File: src/rtl/imm_encoder_pkg.sv
// Shared types and helpers for the RISC-V immediate encoder.
// Latency: n/a (package only).
// Backpressure: n/a (package only).
// Contents: format codes, error-bit positions, the stage-2 item struct and
// the signed-fit helper used by the range checks.
package imm_pkg;

   // Format code carried on in_fmt; codes 3'b101..3'b111 are illegal.
   typedef enum logic [2:0] {
      IMM_I = 3'b000,
      IMM_S = 3'b001,
      IMM_B = 3'b010,
      IMM_J = 3'b011,
      IMM_U = 3'b100
   } imm_fmt_e;

   // Bit positions inside the 3-bit error vector.
   localparam int ERR_RANGE = 0;
   localparam int ERR_ALIGN = 1;
   localparam int ERR_FMT   = 2;

   // Tag width held in the item struct. The top-level TAG_W must not exceed
   // this; raise it here if a wider tag is ever needed.
   localparam int ENC_TAG_W = 4;

   typedef struct packed {
      logic [31:0]          instr;
      logic [2:0]           err;
      logic [ENC_TAG_W-1:0] tag;
   } enc_item_t;

   // True when v is a sign-extension of its low w bits, i.e. bits
   // [31:w-1] are all equal.
   function automatic logic fits_signed(input logic [31:0] v, input int unsigned w);
      logic [31:0] hi_mask;
      hi_mask = 32'hFFFF_FFFF << (w - 1);
      return ((v & hi_mask) == 32'h0) || ((v & hi_mask) == hi_mask);
   endfunction

endpackage

File: src/rtl/imm_encoder_pack.sv
// Combinational immediate packer: checks an immediate and patches it into an instruction.
// Latency: 0 cycles (pure combinational).
// Backpressure: none; evaluated on whatever stage 1 currently holds.
// Ports: fmt/imm/instr_in in; instr_out = patched word, err = {fmt, align, range}.
module imm_pack
   import imm_pkg::*;
(
   input  logic [2:0]  fmt,
   input  logic [31:0] imm,
   input  logic [31:0] instr_in,
   output logic [31:0] instr_out,
   output logic [2:0]  err
);

   // Bits are always packed from the truncated value, even when a range or
   // align error is flagged; B and J simply drop imm[0].
   always_comb begin
      instr_out = instr_in;
      err       = 3'b000;
      case (fmt)
         IMM_I: begin
            instr_out      = {imm[11:0], instr_in[19:0]};
            err[ERR_RANGE] = !fits_signed(imm, 12);
         end
         IMM_S: begin
            instr_out      = {imm[11:5], instr_in[24:12], imm[4:0], instr_in[6:0]};
            err[ERR_RANGE] = !fits_signed(imm, 12);
         end
         IMM_B: begin
            instr_out      = {imm[12], imm[10:5], instr_in[24:12],
                              imm[4:1], imm[11], instr_in[6:0]};
            err[ERR_RANGE] = !fits_signed(imm, 13);
            err[ERR_ALIGN] = imm[0];
         end
         IMM_J: begin
            instr_out      = {imm[20], imm[10:1], imm[11], imm[19:12], instr_in[11:0]};
            err[ERR_RANGE] = !fits_signed(imm, 21);
            err[ERR_ALIGN] = imm[0];
         end
         IMM_U: begin
            instr_out      = {imm[31:12], instr_in[11:0]};
            err[ERR_RANGE] = |imm[11:0];
         end
         default: begin
            // Illegal format: word passes through untouched, only fmt flagged.
            instr_out    = instr_in;
            err[ERR_FMT] = 1'b1;
         end
      endcase
   end

endmodule

File: src/rtl/imm_encoder.sv
// Pipelined RISC-V immediate encoder with a sticky, saturating error counter.
// Latency: 2 cycles (S1 input register + imm_pack, S2 output register); 1 item/cycle.
// Backpressure: valid/ready; in_ready = !S1.valid || S2 loads, outputs hold while stalled.
// Ports: in_* request (fmt/imm/instr/tag), out_* result (instr/err/tag),
//        err_clr / err_cnt for the count of erroring results delivered.
module imm_encoder
   import imm_pkg::*;
#(
   parameter int TAG_W = 4
) (
   input  logic             clk,
   input  logic             reset,
   input  logic             in_valid,
   output logic             in_ready,
   input  logic [2:0]       in_fmt,
   input  logic [31:0]      in_imm,
   input  logic [31:0]      in_instr,
   input  logic [TAG_W-1:0] in_tag,
   output logic             out_valid,
   input  logic             out_ready,
   output logic [31:0]      out_instr,
   output logic [2:0]       out_err,
   output logic [TAG_W-1:0] out_tag,
   input  logic             err_clr,
   output logic [15:0]      err_cnt
);

   // Stage 1: raw input registers.
   logic             s1_vld_q,   s1_vld_d;
   logic [2:0]       s1_fmt_q,   s1_fmt_d;
   logic [31:0]      s1_imm_q,   s1_imm_d;
   logic [31:0]      s1_instr_q, s1_instr_d;
   logic [TAG_W-1:0] s1_tag_q,   s1_tag_d;

   // Stage 2: packed result (output register).
   logic             s2_vld_q, s2_vld_d;
   enc_item_t        s2_q,     s2_d;

   logic [15:0]      err_cnt_q, err_cnt_d;

   logic             s1_load;
   logic             s2_load;
   logic             out_hs;
   logic             err_hs;
   logic [31:0]      pack_instr;
   logic [2:0]       pack_err;
   enc_item_t        s1_item;

   // A stage loads when empty or when its occupant leaves this cycle.
   assign s2_load  = s1_vld_q && (!s2_vld_q || out_ready);
   // Held low during reset so nothing is accepted into a stage being cleared.
   assign in_ready = !reset && (!s1_vld_q || s2_load);
   assign s1_load  = in_valid && in_ready;
   assign out_hs   = s2_vld_q && out_ready;
   assign err_hs   = out_hs && (s2_q.err != 3'b000);

   imm_pack u_pack (
      .fmt       (s1_fmt_q),
      .imm       (s1_imm_q),
      .instr_in  (s1_instr_q),
      .instr_out (pack_instr),
      .err       (pack_err)
   );

   always_comb begin
      s1_item       = '0;
      s1_item.instr = pack_instr;
      s1_item.err   = pack_err;
      s1_item.tag   = ENC_TAG_W'(s1_tag_q);
   end

   always_comb begin
      s1_vld_d   = s1_vld_q;
      s1_fmt_d   = s1_fmt_q;
      s1_imm_d   = s1_imm_q;
      s1_instr_d = s1_instr_q;
      s1_tag_d   = s1_tag_q;
      s2_vld_d   = s2_vld_q;
      s2_d       = s2_q;
      err_cnt_d  = err_cnt_q;

      if (s1_load) begin
         s1_vld_d   = 1'b1;
         s1_fmt_d   = in_fmt;
         s1_imm_d   = in_imm;
         s1_instr_d = in_instr;
         s1_tag_d   = in_tag;
      end else if (s2_load) begin
         s1_vld_d   = 1'b0;
      end

      // Data is only replaced on a load, so a stalled result never changes.
      if (s2_load) begin
         s2_vld_d = 1'b1;
         s2_d     = s1_item;
      end else if (out_hs) begin
         s2_vld_d = 1'b0;
      end

      // A clear that lands on an erroring handshake still counts that result.
      if (err_clr) begin
         err_cnt_d = err_hs ? 16'd1 : 16'd0;
      end else if (err_hs && (err_cnt_q != 16'hFFFF)) begin
         err_cnt_d = err_cnt_q + 16'd1;
      end
   end

   always_ff @(posedge clk) begin
      if (reset) begin
         s1_vld_q   <= 1'b0;
         s1_fmt_q   <= 3'b000;
         s1_imm_q   <= 32'h0;
         s1_instr_q <= 32'h0;
         s1_tag_q   <= '0;
         s2_vld_q   <= 1'b0;
         s2_q       <= '0;
         err_cnt_q  <= 16'h0;
      end else begin
         s1_vld_q   <= s1_vld_d;
         s1_fmt_q   <= s1_fmt_d;
         s1_imm_q   <= s1_imm_d;
         s1_instr_q <= s1_instr_d;
         s1_tag_q   <= s1_tag_d;
         s2_vld_q   <= s2_vld_d;
         s2_q       <= s2_d;
         err_cnt_q  <= err_cnt_d;
      end
   end

   assign out_valid = s2_vld_q;
   assign out_instr = s2_q.instr;
   assign out_err   = s2_q.err;
   assign out_tag   = TAG_W'(s2_q.tag);
   assign err_cnt   = err_cnt_q;

endmodule
File: config.mk
export PLATFORM = sky130hd
export DESIGN_NAME = imm_encoder
export DESIGN_NICKNAME = d
export VERILOG_FILES = /design/src/rtl/imm_encoder_pkg.sv /design/src/rtl/imm_encoder_pack.sv /design/src/rtl/imm_encoder.sv
export SDC_FILE = /design/constraint.sdc
export NUM_CORES = 1
export LEC_CHECK = 0
export CORE_MARGIN = 1.5
export CORE_UTILIZATION = 49
export CTS_CLUSTER_SIZE = 12
export DETAILED_ROUTE_END_ITERATION = 6
export PLACE_DENSITY = 0.83
export SLEW_MARGIN = 15
export SYNTH_ARGS = -nofsm -noshare
export SYNTH_HDL_FRONTEND = slang
export SYNTH_SLANG_ARGS = --single-unit
File: constraint.sdc
create_clock -name clk -period 1.7 [get_ports clk]
set_input_delay 0.34 -clock clk [delete_from_list [all_inputs] [get_ports clk]]
set_output_delay 0.34 -clock clk [all_outputs]
set_load 0.03 [all_outputs]
# --- After elaboration in Yosys (flattened, before gate mapping) ---
# Cells that the tools add are included.
op_classes:
  mux: 11
  add_sub_neg: 1
  n_reduce_logical: 29
  eq_ne: 8
op_table:
  columns: ["cell", "count"]
  rows:
  - ["$pmux 32 s5", 1]
  - ["$logic_not 32->1", 3]
  - ["$mux 16", 2]
  - ["$eq 21x21->1 const B", 1]
  - ["$eq 20x20->1 const B", 1]
  - ["$add 16x1->16 const B", 1]
  - ["$ne 16x16->1 const B", 1]
  - ["$eq 12x12->1 const B", 1]
  - ["$reduce_or 12->1", 1]
  - ["$mux 1", 7]
  - ["$eq 3x2->1 const B", 2]
  - ["$logic_and 1x1->1", 6]
  - ["$logic_not 1->1", 6]
  - ["$reduce_bool 2->1", 3]
  - ["$logic_or 1x1->1", 5]
  - ["$reduce_or 5->1", 1]
  - ["$pmux 1 s4", 1]
  - ["$reduce_or 2->1", 2]
  - ["$eq 3x1->1 const B", 1]
  - ["$eq 3x3->1 const B", 1]
  - ["$logic_not 3->1", 1]
  - ["$reduce_bool 3->1", 1]
word_totals:
  wordCells: 59
  output_inout_bits: 57
  in_bits: 76
  ff_bits: 128

# --- Longest topological paths before layout ---
# Gate-level depths: netlist of the first run.
logic_depth:
  depth_word: 7
  mapped_depth: 7
  depth_no_buf: 5

# --- Modules after synthesis ---
# A second synthesis of the first run with hierarchy kept.
hier_totals:
  cells_unflattened: 759
  area_unflattened_um2: 5868.1
modules_own_cells:
  columns: ["module", "instances", "cells_each", "area_per_inst_um2"]
  rows:
  - ["imm_encoder", 1, 594, 4923.5]
  - ["imm_pack", 1, 165, 944.7]

# --- Worst setup path after synthesis of the first run ---
# No wires, ideal clock.
synth_path:
  path_type: "reg2reg"
  from: "reg s2_vld_q, in the netlist out_valid"
  to: "reg s1_imm_q[10]"
  n_path_buf: 1
  arrival_time_ns: 1.825
  path_stages_with_launch: 7
  setup_slack_ns: -0.238
  period_less_slack_ns: 1.938
  path_cell_list: "dfxtp_1 -> nor2b_1 -> a21oi_1 -> nand2_1 -> buf_1 -> nand3_1 -> nand2_1"
synth_via:
  elab_chain_cells: 6
synth_rtl:
  columns: ["element", "line", "rtl"]
  rows:
  - ["start: declaration", "imm_encoder.sv:36", "logic s2_vld_q, s2_vld_d;"]
  - ["start signal: assignment", "imm_encoder.sv:124", "s2_vld_q <= s2_vld_d;"]
  - ["$logic_not 1->1", "imm_encoder.sv:50", "assign s2_load = s1_vld_q && (!s2_vld_q || out_ready);"]
  - ["$logic_or 1x1->1", "imm_encoder.sv:50", null]
  - ["$logic_and 1x1->1", "imm_encoder.sv:50", null]
  - ["$logic_or 1x1->1", "imm_encoder.sv:52", "assign in_ready = !reset && (!s1_vld_q || s2_load);"]
  - ["$logic_and 1x1->1", "imm_encoder.sv:52", null]
  - ["net in_ready", "imm_encoder.sv:14", "output logic in_ready,"]
  - ["$logic_and 1x1->1", "imm_encoder.sv:53", "assign s1_load = in_valid && in_ready;"]
  - ["end signal: assignment", "imm_encoder.sv:121", "s1_imm_q <= s1_imm_d;"]
  - ["end: declaration", "imm_encoder.sv:31", "logic [31:0] s1_imm_q, s1_imm_d;"]
# The timed path passes the listed nets, and every way through them passes these cells.
# A chain may end at the register's enable or synchronous reset.

# --- Final worst setup path of the first run ---
layout_path:
  from: "in out_ready"
  to: "out in_ready"
layout_via:
  elab_chain_cells: 4
layout_rtl:
  columns: ["element", "line", "rtl"]
  rows:
  - ["start: declaration", "imm_encoder.sv:20", "input logic out_ready,"]
  - ["$logic_or 1x1->1", "imm_encoder.sv:50", null]
  - ["$logic_and 1x1->1", "imm_encoder.sv:50", null]
  - ["$logic_or 1x1->1", "imm_encoder.sv:52", null]
  - ["$logic_and 1x1->1", "imm_encoder.sv:52", null]
  - ["end: declaration", "imm_encoder.sv:14", null]
# No other way between the ends.

==> results.sh, run 1 <==
export IMPL_p_leak_nw=3.31
export IMPL_r2r_start="err_cnt[4]"
export IMPL_drc=0
export IMPL_worstReg2RegEnd="err_cnt[11]"
export IMPL_slew_violations=0
export IMPL_cts_sinks=128
export IMPL_status="finished, violations left"
export IMPL_crit_slowest_cell="clkdlybuf4s50_1"
export IMPL_fmax_mhz=579
export IMPL_design_die_area_mm2=0.0117
export IMPL_die_y_um=108
export IMPL_vias=5419
export IMPL_dr_first_iter_drc_count=407
export IMPL_h_tree_depth=4
export IMPL_synth_edf_count=0
export IMPL_rsz0062_at_grt="true"
export IMPL_instances_no_fill=969
export IMPL_fill_cells=818
export IMPL_initial_core_util_pct=50.1
export IMPL_grt_pass1_vias=5314
export IMPL_hold_path_class="primary input to flip-flop"
export IMPL_crit_path_end="in_ready"
export IMPL_layout_nets=893
export IMPL_grt_overflow=0
export IMPL_crit_arrival_ns=1.39
export IMPL_layout_drive_gt1_share_pct=13.3
export IMPL_ir_drop_mv=0.731
export IMPL_syn_nets=751
export IMPL_crit_required_ns=1.36
export IMPL_wl_met3_um=1170
export IMPL_power_mw=7.87
export IMPL_dp_cells=935
export IMPL_mostFrequentLayoutCells="nand2_1 (192), dfxtp_1 (119), nand3_1 (78), clkdlybuf4s50_1 (74), nor2_1 (45)"
export IMPL_root_buffer="clkbuf_8"
export IMPL_violations="setup timing"
export IMPL_worst_setup_path_end_kind="output port"
export IMPL_grt_pass1_wl_um=25200
export IMPL_dr_wl_met2_um=8060
export IMPL_cpPeakStageDelay_ns=0.60
export IMPL_routed_top_layer="met4"
export IMPL_finClkSkew_ns=0.00695
export IMPL_yosysSeqAreaShare_pct=47.4
export IMPL_place_congestion=0.935
export IMPL_fin_crit_sh_pct=102
export IMPL_grt_max_degree=45
export IMPL_area_growth_syn_to_layout_pct=41.0
export IMPL_r2r_slack_ns=0.08
export IMPL_core_mm2=0.0108
export IMPL_maxCapViolCount=0
export IMPL_postSynth_asyncResetShare_pct=0
export IMPL_insertion_delay_ns=0.53
export IMPL_fp_dieW_um=108
export IMPL_clk_path_buf_depth=2
export IMPL_cts_made_buffers=17
export IMPL_synth_seq_cells=128
export IMPL_dr_pass1_iters=5
export IMPL_cts_hold_fix_buffers=0
export IMPL_ant_nets=0
export IMPL_wl_um=15900
export IMPL_worst_setup_path_type="primary input to output port"
export IMPL_antennaDiodeCount=0
export IMPL_setup_ws_ns=-0.0280
export IMPL_wl_met1_um=6310
export IMPL_rr_worst_depth=5
export IMPL_fin_crit_ns=1.73
export IMPL_antenna_found_initial=0
export IMPL_routedWlPerCell_um=16.4
export IMPL_path_cells="clkdlybuf4s50_1, nor2b_4, a21oi_4, buf_6"
export IMPL_cp_start_kind="primary input"
export IMPL_slew_headroom_pct=67.2
export IMPL_grt_usage_pct=27.8
export IMPL_tightest_slew_ns=0.489
export IMPL_path_max_fanout=4
export IMPL_timing_setup_tns_ns=-0.0280
export IMPL_ys_flop_type="dfxtp_1"
export IMPL_port_buffers=132
export IMPL_synth_area_mm2=0.00541
export IMPL_cts_tree="done"
export IMPL_syn_instance_count=674
export IMPL_syn_area_per_cell_um2=8.03
export IMPL_via_per_inst=5.59
export IMPL_synth_cell_type_count=58
export IMPL_final_common_cell="nand2_1"
export IMPL_num_rows=38
export IMPL_clkTransAtPathRegs_ns=0.06
export IMPL_worstSetupStartpoint="out_ready"
export IMPL_powerDensity_mw_per_mm2=1030
export IMPL_hold_violations=0
export IMPL_ys_warn_count=0
export IMPL_setup_viol=1
export IMPL_pin_count=133
export IMPL_hpwl_um=11400
==> layer usage <==
| metal | up-vias | global-route usage (%) |
|---|---|---|
| met1 | 2529 | 32.1 |
| li1 | 2607 | - |
| met5 | - | 0 |
| met2 | 244 | 48.8 |
| met3 | 39 | 6.87 |
| met4 | 0 | 11.6 |
==> worst min path at each step <==
stage                         startpoint        endpoint  slack [ns]  cells past startpoint
after floorplan           s1_instr_q[25]  s1_instr_q[25]        0.43                      2
after global placement    s1_instr_q[26]  s1_instr_q[26]        0.44                      2
after detailed placement   s1_instr_q[5]    out_instr[5]        0.45                      2
after CTS                          reset       out_valid        0.15                      2
after global routing               reset      err_cnt[0]        0.17                      2
final                              reset       out_valid        0.16                      2
==> timing repair <==
| action | CTS | global route |
|---|---|---|
| pin swaps | 1 | 3 |
| gates resized for setup | 76 | 19 |
| setup endpoints to repair | 57 | 25 |
| setup buffers | 1 | 2 |
==> per-stage QoR <==
step | util (%) | hold WS (ns) | setup WS [ns] | cell area, µm²
after floorplan | - | 0.431 | 0.00214 | 5420
after global placement | 65.5 | 0.444 | -0.195 | 7070
after detailed placement | 65.5 | 0.448 | -0.239 | 7070
after CTS | 70.6 | 0.146 | -0.0179 | 7620
after global routing | 70.7 | 0.169 | -0.0764 | 7630
final | 70.7 | 0.158 | -0.0280 | 7630
==> worst max-delay path, delay by kind of cell <==
kind / cells / cell delay (ns)
AOI/OAI and AO/OA: 1 / 0.20
buffers and inverters: 2 / 0.76
and+or+nand+nor: 1 / 0.08
==> synthesized netlist by cell type, types with 2 or more instances <==
cell type,count,share of area [%]
a31oi_1,3,0.35
a311oi_1,6,0.97
nor2b_1,3,0.35
nor3_1,3,0.28
and2_1,5,0.58
a221oi_1,2,0.32
and4_4,2,0.42
nor4_1,8,0.92
dfxtp_1,128,47
clkbuf_1,26,1.8
a211oi_2,4,0.92
a41o_1,3,0.55
inv_1,2,0.14
mux2i_1,16,3.0
nand3_1,78,7.2
or3_1,3,0.35
a22oi_1,3,0.42
buf_1,5,0.35
nand3b_1,4,0.55
nand2b_1,2,0.23
a211oi_1,12,1.7
nand2_1,193,13
xnor2_1,5,0.81
a22o_1,5,0.81
buf_2,16,1.5
o21ai_0,15,1.4
o211ai_1,3,0.42
a21oi_1,38,3.5
nand4_1,8,0.92
nor2_1,45,3.1
==> cells by family (layout without fill, tap and decap cells) <==
kind of cell	count (synthesis)	in the layout	synth area share, %
and+or+nand+nor	363	363	29.7
DFF	128	128	47.4
AOI/OAI and AO/OA	108	108	14.4
buffers and inverters	51	206	4.12
muxes	16	16	2.96
xor gates and xnor gates	7	7	1.27
adders and majority gates	1	1	0.231
==> sequential cells by signal, summed over array words and instances (netlist names) <==
register	count
out_valid	1
out_err	3
s1_tag_q	4
s1_fmt_q	3
s1_imm_q	32
s1_instr_q	32
err_cnt	16
out_instr	32
out_tag	4
s1_vld_q	1
==> report_power, final <==
part / switching, mW / leakage (nW) / total, mW / internal, mW
combinational: 0.541 / 1.98 / 1.00 / 0.463
clock: 1.25 / 0.280 / 3.53 / 2.28
sequential: 0.155 / 1.06 / 3.33 / 3.18
total: 1.95 / 3.31 / 7.87 / 5.92
==> final cells by class <==
| cell class | count | area [µm²] | share of cell area [%] |
|---|---|---|---|
| Clock buffer | 28 | 505 | 6.62 |
| Clock inverter | 4 | 72.6 | 0.951 |
| Inverter | 2 | 7.51 | 0.0984 |
| Multi-Input combinational cell | 495 | 2660 | 34.8 |
| Sequential cell | 128 | 2580 | 33.8 |
| Tap cell | 140 | 175 | 2.30 |
| Timing Repair Buffer | 172 | 1640 | 21.5 |
Power figures use the tool's default switching activity.
==> run 2, diff against run 1 <==
--- a/config.mk
+++ b/config.mk
@@ -6,10 +6,10 @@
 export NUM_CORES = 1
 export LEC_CHECK = 0
 export CORE_MARGIN = 1.5
-export CORE_UTILIZATION = 49
+export CORE_UTILIZATION = 45
 export CTS_CLUSTER_SIZE = 12
 export DETAILED_ROUTE_END_ITERATION = 6
-export PLACE_DENSITY = 0.83
+export PLACE_DENSITY = 0.78
 export SLEW_MARGIN = 15
 export SYNTH_ARGS = -nofsm -noshare
 export SYNTH_HDL_FRONTEND = slang
==> run 2 against run 1 <==
Net effect:
- the flow now finishes without violations
- sequential power about the same
- critical endpoint unchanged
- largest power group unchanged
- critical path type is now flip-flop to output port
- largest cell class unchanged
- flip-flop and latch count unchanged
- via count up 0.11%
==> results.sh, run 2 (synthesized netlist as in run 1, its figures left out) <==
export IMPL_status="finished clean"
export IMPL_dr_first_iter_drc_count=446
export IMPL_r2r_slack_ns=0.08
export IMPL_cts_tree="done"
export IMPL_tightest_slew_ns=0.530
export IMPL_grt_pass1_wl_um=25600
export IMPL_insertion_delay_ns=0.41
export IMPL_root_buffer="clkbuf_16"
export IMPL_powerDensity_mw_per_mm2=1010
export IMPL_grt_max_degree=35
export IMPL_clkTransAtPathRegs_ns=0.05
export IMPL_design_die_area_mm2=0.0127
export IMPL_path_cells="nor2b_4, a21oi_4, buf_4, buf_6"
export IMPL_fin_crit_ns=1.64
export IMPL_fin_crit_sh_pct=96.6
export IMPL_worst_setup_path_end_kind="output port"
export IMPL_p_leak_nw=3.40
export IMPL_placed_area_mm2=0.00710
export IMPL_layout_nets=899
export IMPL_worst_setup_path_type="flip-flop to output port"
export IMPL_worstReg2RegEnd="err_cnt[11]"
export IMPL_hold_start="reset"
export IMPL_initial_core_util_pct=46.8
export IMPL_crit_slowest_cell="dfxtp_4"
export IMPL_path_max_fanout=3
export IMPL_maxCapViolCount=0
export IMPL_fp_dieW_um=113
export IMPL_die_y_um=113
export IMPL_drc=0
export IMPL_antennaDiodeCount=0
export IMPL_core_mm2=0.0116
export IMPL_finClkSkew_ns=0.00830
export IMPL_hpwl_um=11500
export IMPL_grt_pass1_vias=5322
export IMPL_grtUsageMet3_pct=6.10
export IMPL_final_common_cell="nand2_1"
export IMPL_grtUsageMet2_pct=43.0
export IMPL_vias=5425
export IMPL_port_buffers=132
export IMPL_crit_arrival_ns=1.30
export IMPL_cpPeakStageDelay_ns=0.35
export IMPL_r2r_start="err_cnt[4]"
export IMPL_top_usage_layer="met2"
export IMPL_met1_usage_pct=30.5
export IMPL_hold_path_class="primary input to flip-flop"
export IMPL_whs_endpoint="out_valid"
export IMPL_hold_depth=2
export IMPL_ir_drop_mv=0.511
export IMPL_wl_um=15800
export IMPL_slew_headroom_pct=64.6
export IMPL_dr_pass1_iters=6
export IMPL_layout_drive_gt1_share_pct=12.6
export IMPL_holdWs_ns=0.315
export IMPL_cts_sinks=128
export IMPL_cp_start_kind="flip-flop"
export IMPL_rr_worst_depth=5
export IMPL_routedWlPerCell_um=16.1
export IMPL_setup_viol=0
export IMPL_h_tree_depth=4
export IMPL_slew_violations=0
export IMPL_ant_nets=0
export IMPL_grt_overflow=0
export IMPL_via_per_inst=5.55
export IMPL_mostFrequentLayoutCells="nand2_1 (192), dfxtp_1 (124), nand3_1 (78), clkdlybuf4s50_1 (73), dlygate4sd2_1 (57)"
export IMPL_clk_path_buf_depth=2
export IMPL_antenna_found_initial=0
export IMPL_post_route_util_pct=66.1
export IMPL_place_congestion=0.887
export IMPL_cts_hold_fix_buffers=0
export IMPL_cts_made_buffers=17
export IMPL_area_growth_syn_to_layout_pct=41.3
export IMPL_stdcell_area_mm2=0.00765
export IMPL_grt_usage_pct=25.4
export IMPL_crit_required_ns=1.36
export IMPL_hold_violations=0
export IMPL_fmax_mhz=609
export IMPL_pin_count=133
export IMPL_num_rows=39
run 2: what timing repair did:
item                       in CTS  in global routing
pin swaps                       1                  3
buffers inserted                0                  5
setup endpoints to repair      57                  9
gates resized for setup        61                  6
run 2: worst max-delay path: cells and delay by family (launching register included):
family	cells	cell delay (ns)
buffers and inverters	2	0.29
DFF	1	0.35
and+or+nand+nor	1	0.19
AOI/OAI and AO/OA	1	0.08
run 2: worst max-delay path by stage:
| stage | startpoint | end | slack [ns] | depth (start not counted) |
|---|---|---|---|---|
| floorplan | err_cnt[4] | err_cnt[13] | 0.002 | 5 |
| global placement | out_ready | err_cnt[15] | -0.19 | 5 |
| detailed placement | out_ready | out_err[0] | -0.28 | 7 |
| CTS | out_valid | in_ready | 0.02 | 4 |
| global route | err_cnt[0] | err_cnt[11] | -0.001 | 5 |
| finish | out_valid | in_ready | 0.06 | 4 |
run 2: cell type report:
class	count	area [µm²]
Timing Repair Buffer	178	1680
Clock buffer	27	533
Sequential cell	128	2570
Fill cell	935	3920
Inverter	2	7.51
Tap cell	143	179
Multi-Input combinational cell	495	2660
Clock inverter	5	25.0
run 2: stage by stage:
step | total power, mW | cells | TNS, ns | setup WS (ns)
after floorplan | 3.90 | 674 | 0 | 0.00214
after global placement | 4.39 | 941 | -16.18 | -0.193
after detailed placement | 4.42 | 941 | -21.45 | -0.275
after CTS | 7.74 | 973 | 0 | 0.0166
after global routing | 8.01 | 978 | -0.00143 | -0.00143
final | 7.73 | 978 | 0 | 0.0584
run 2: where the power goes:
part | switching [mW] | internal, mW | total (mW)
sequential | 0.156 | 3.18 | 3.33
clock | 1.26 | 2.12 | 3.38
combinational | 0.543 | 0.469 | 1.01
run 2: per-layer routing:
metal / share of wire (%) / vias up
li1: - / 2627
met1: 42 / 2546
met2: 49 / 213
met3: 6.5 / 39
met4: 2.4 / 0
met5: 0 / -
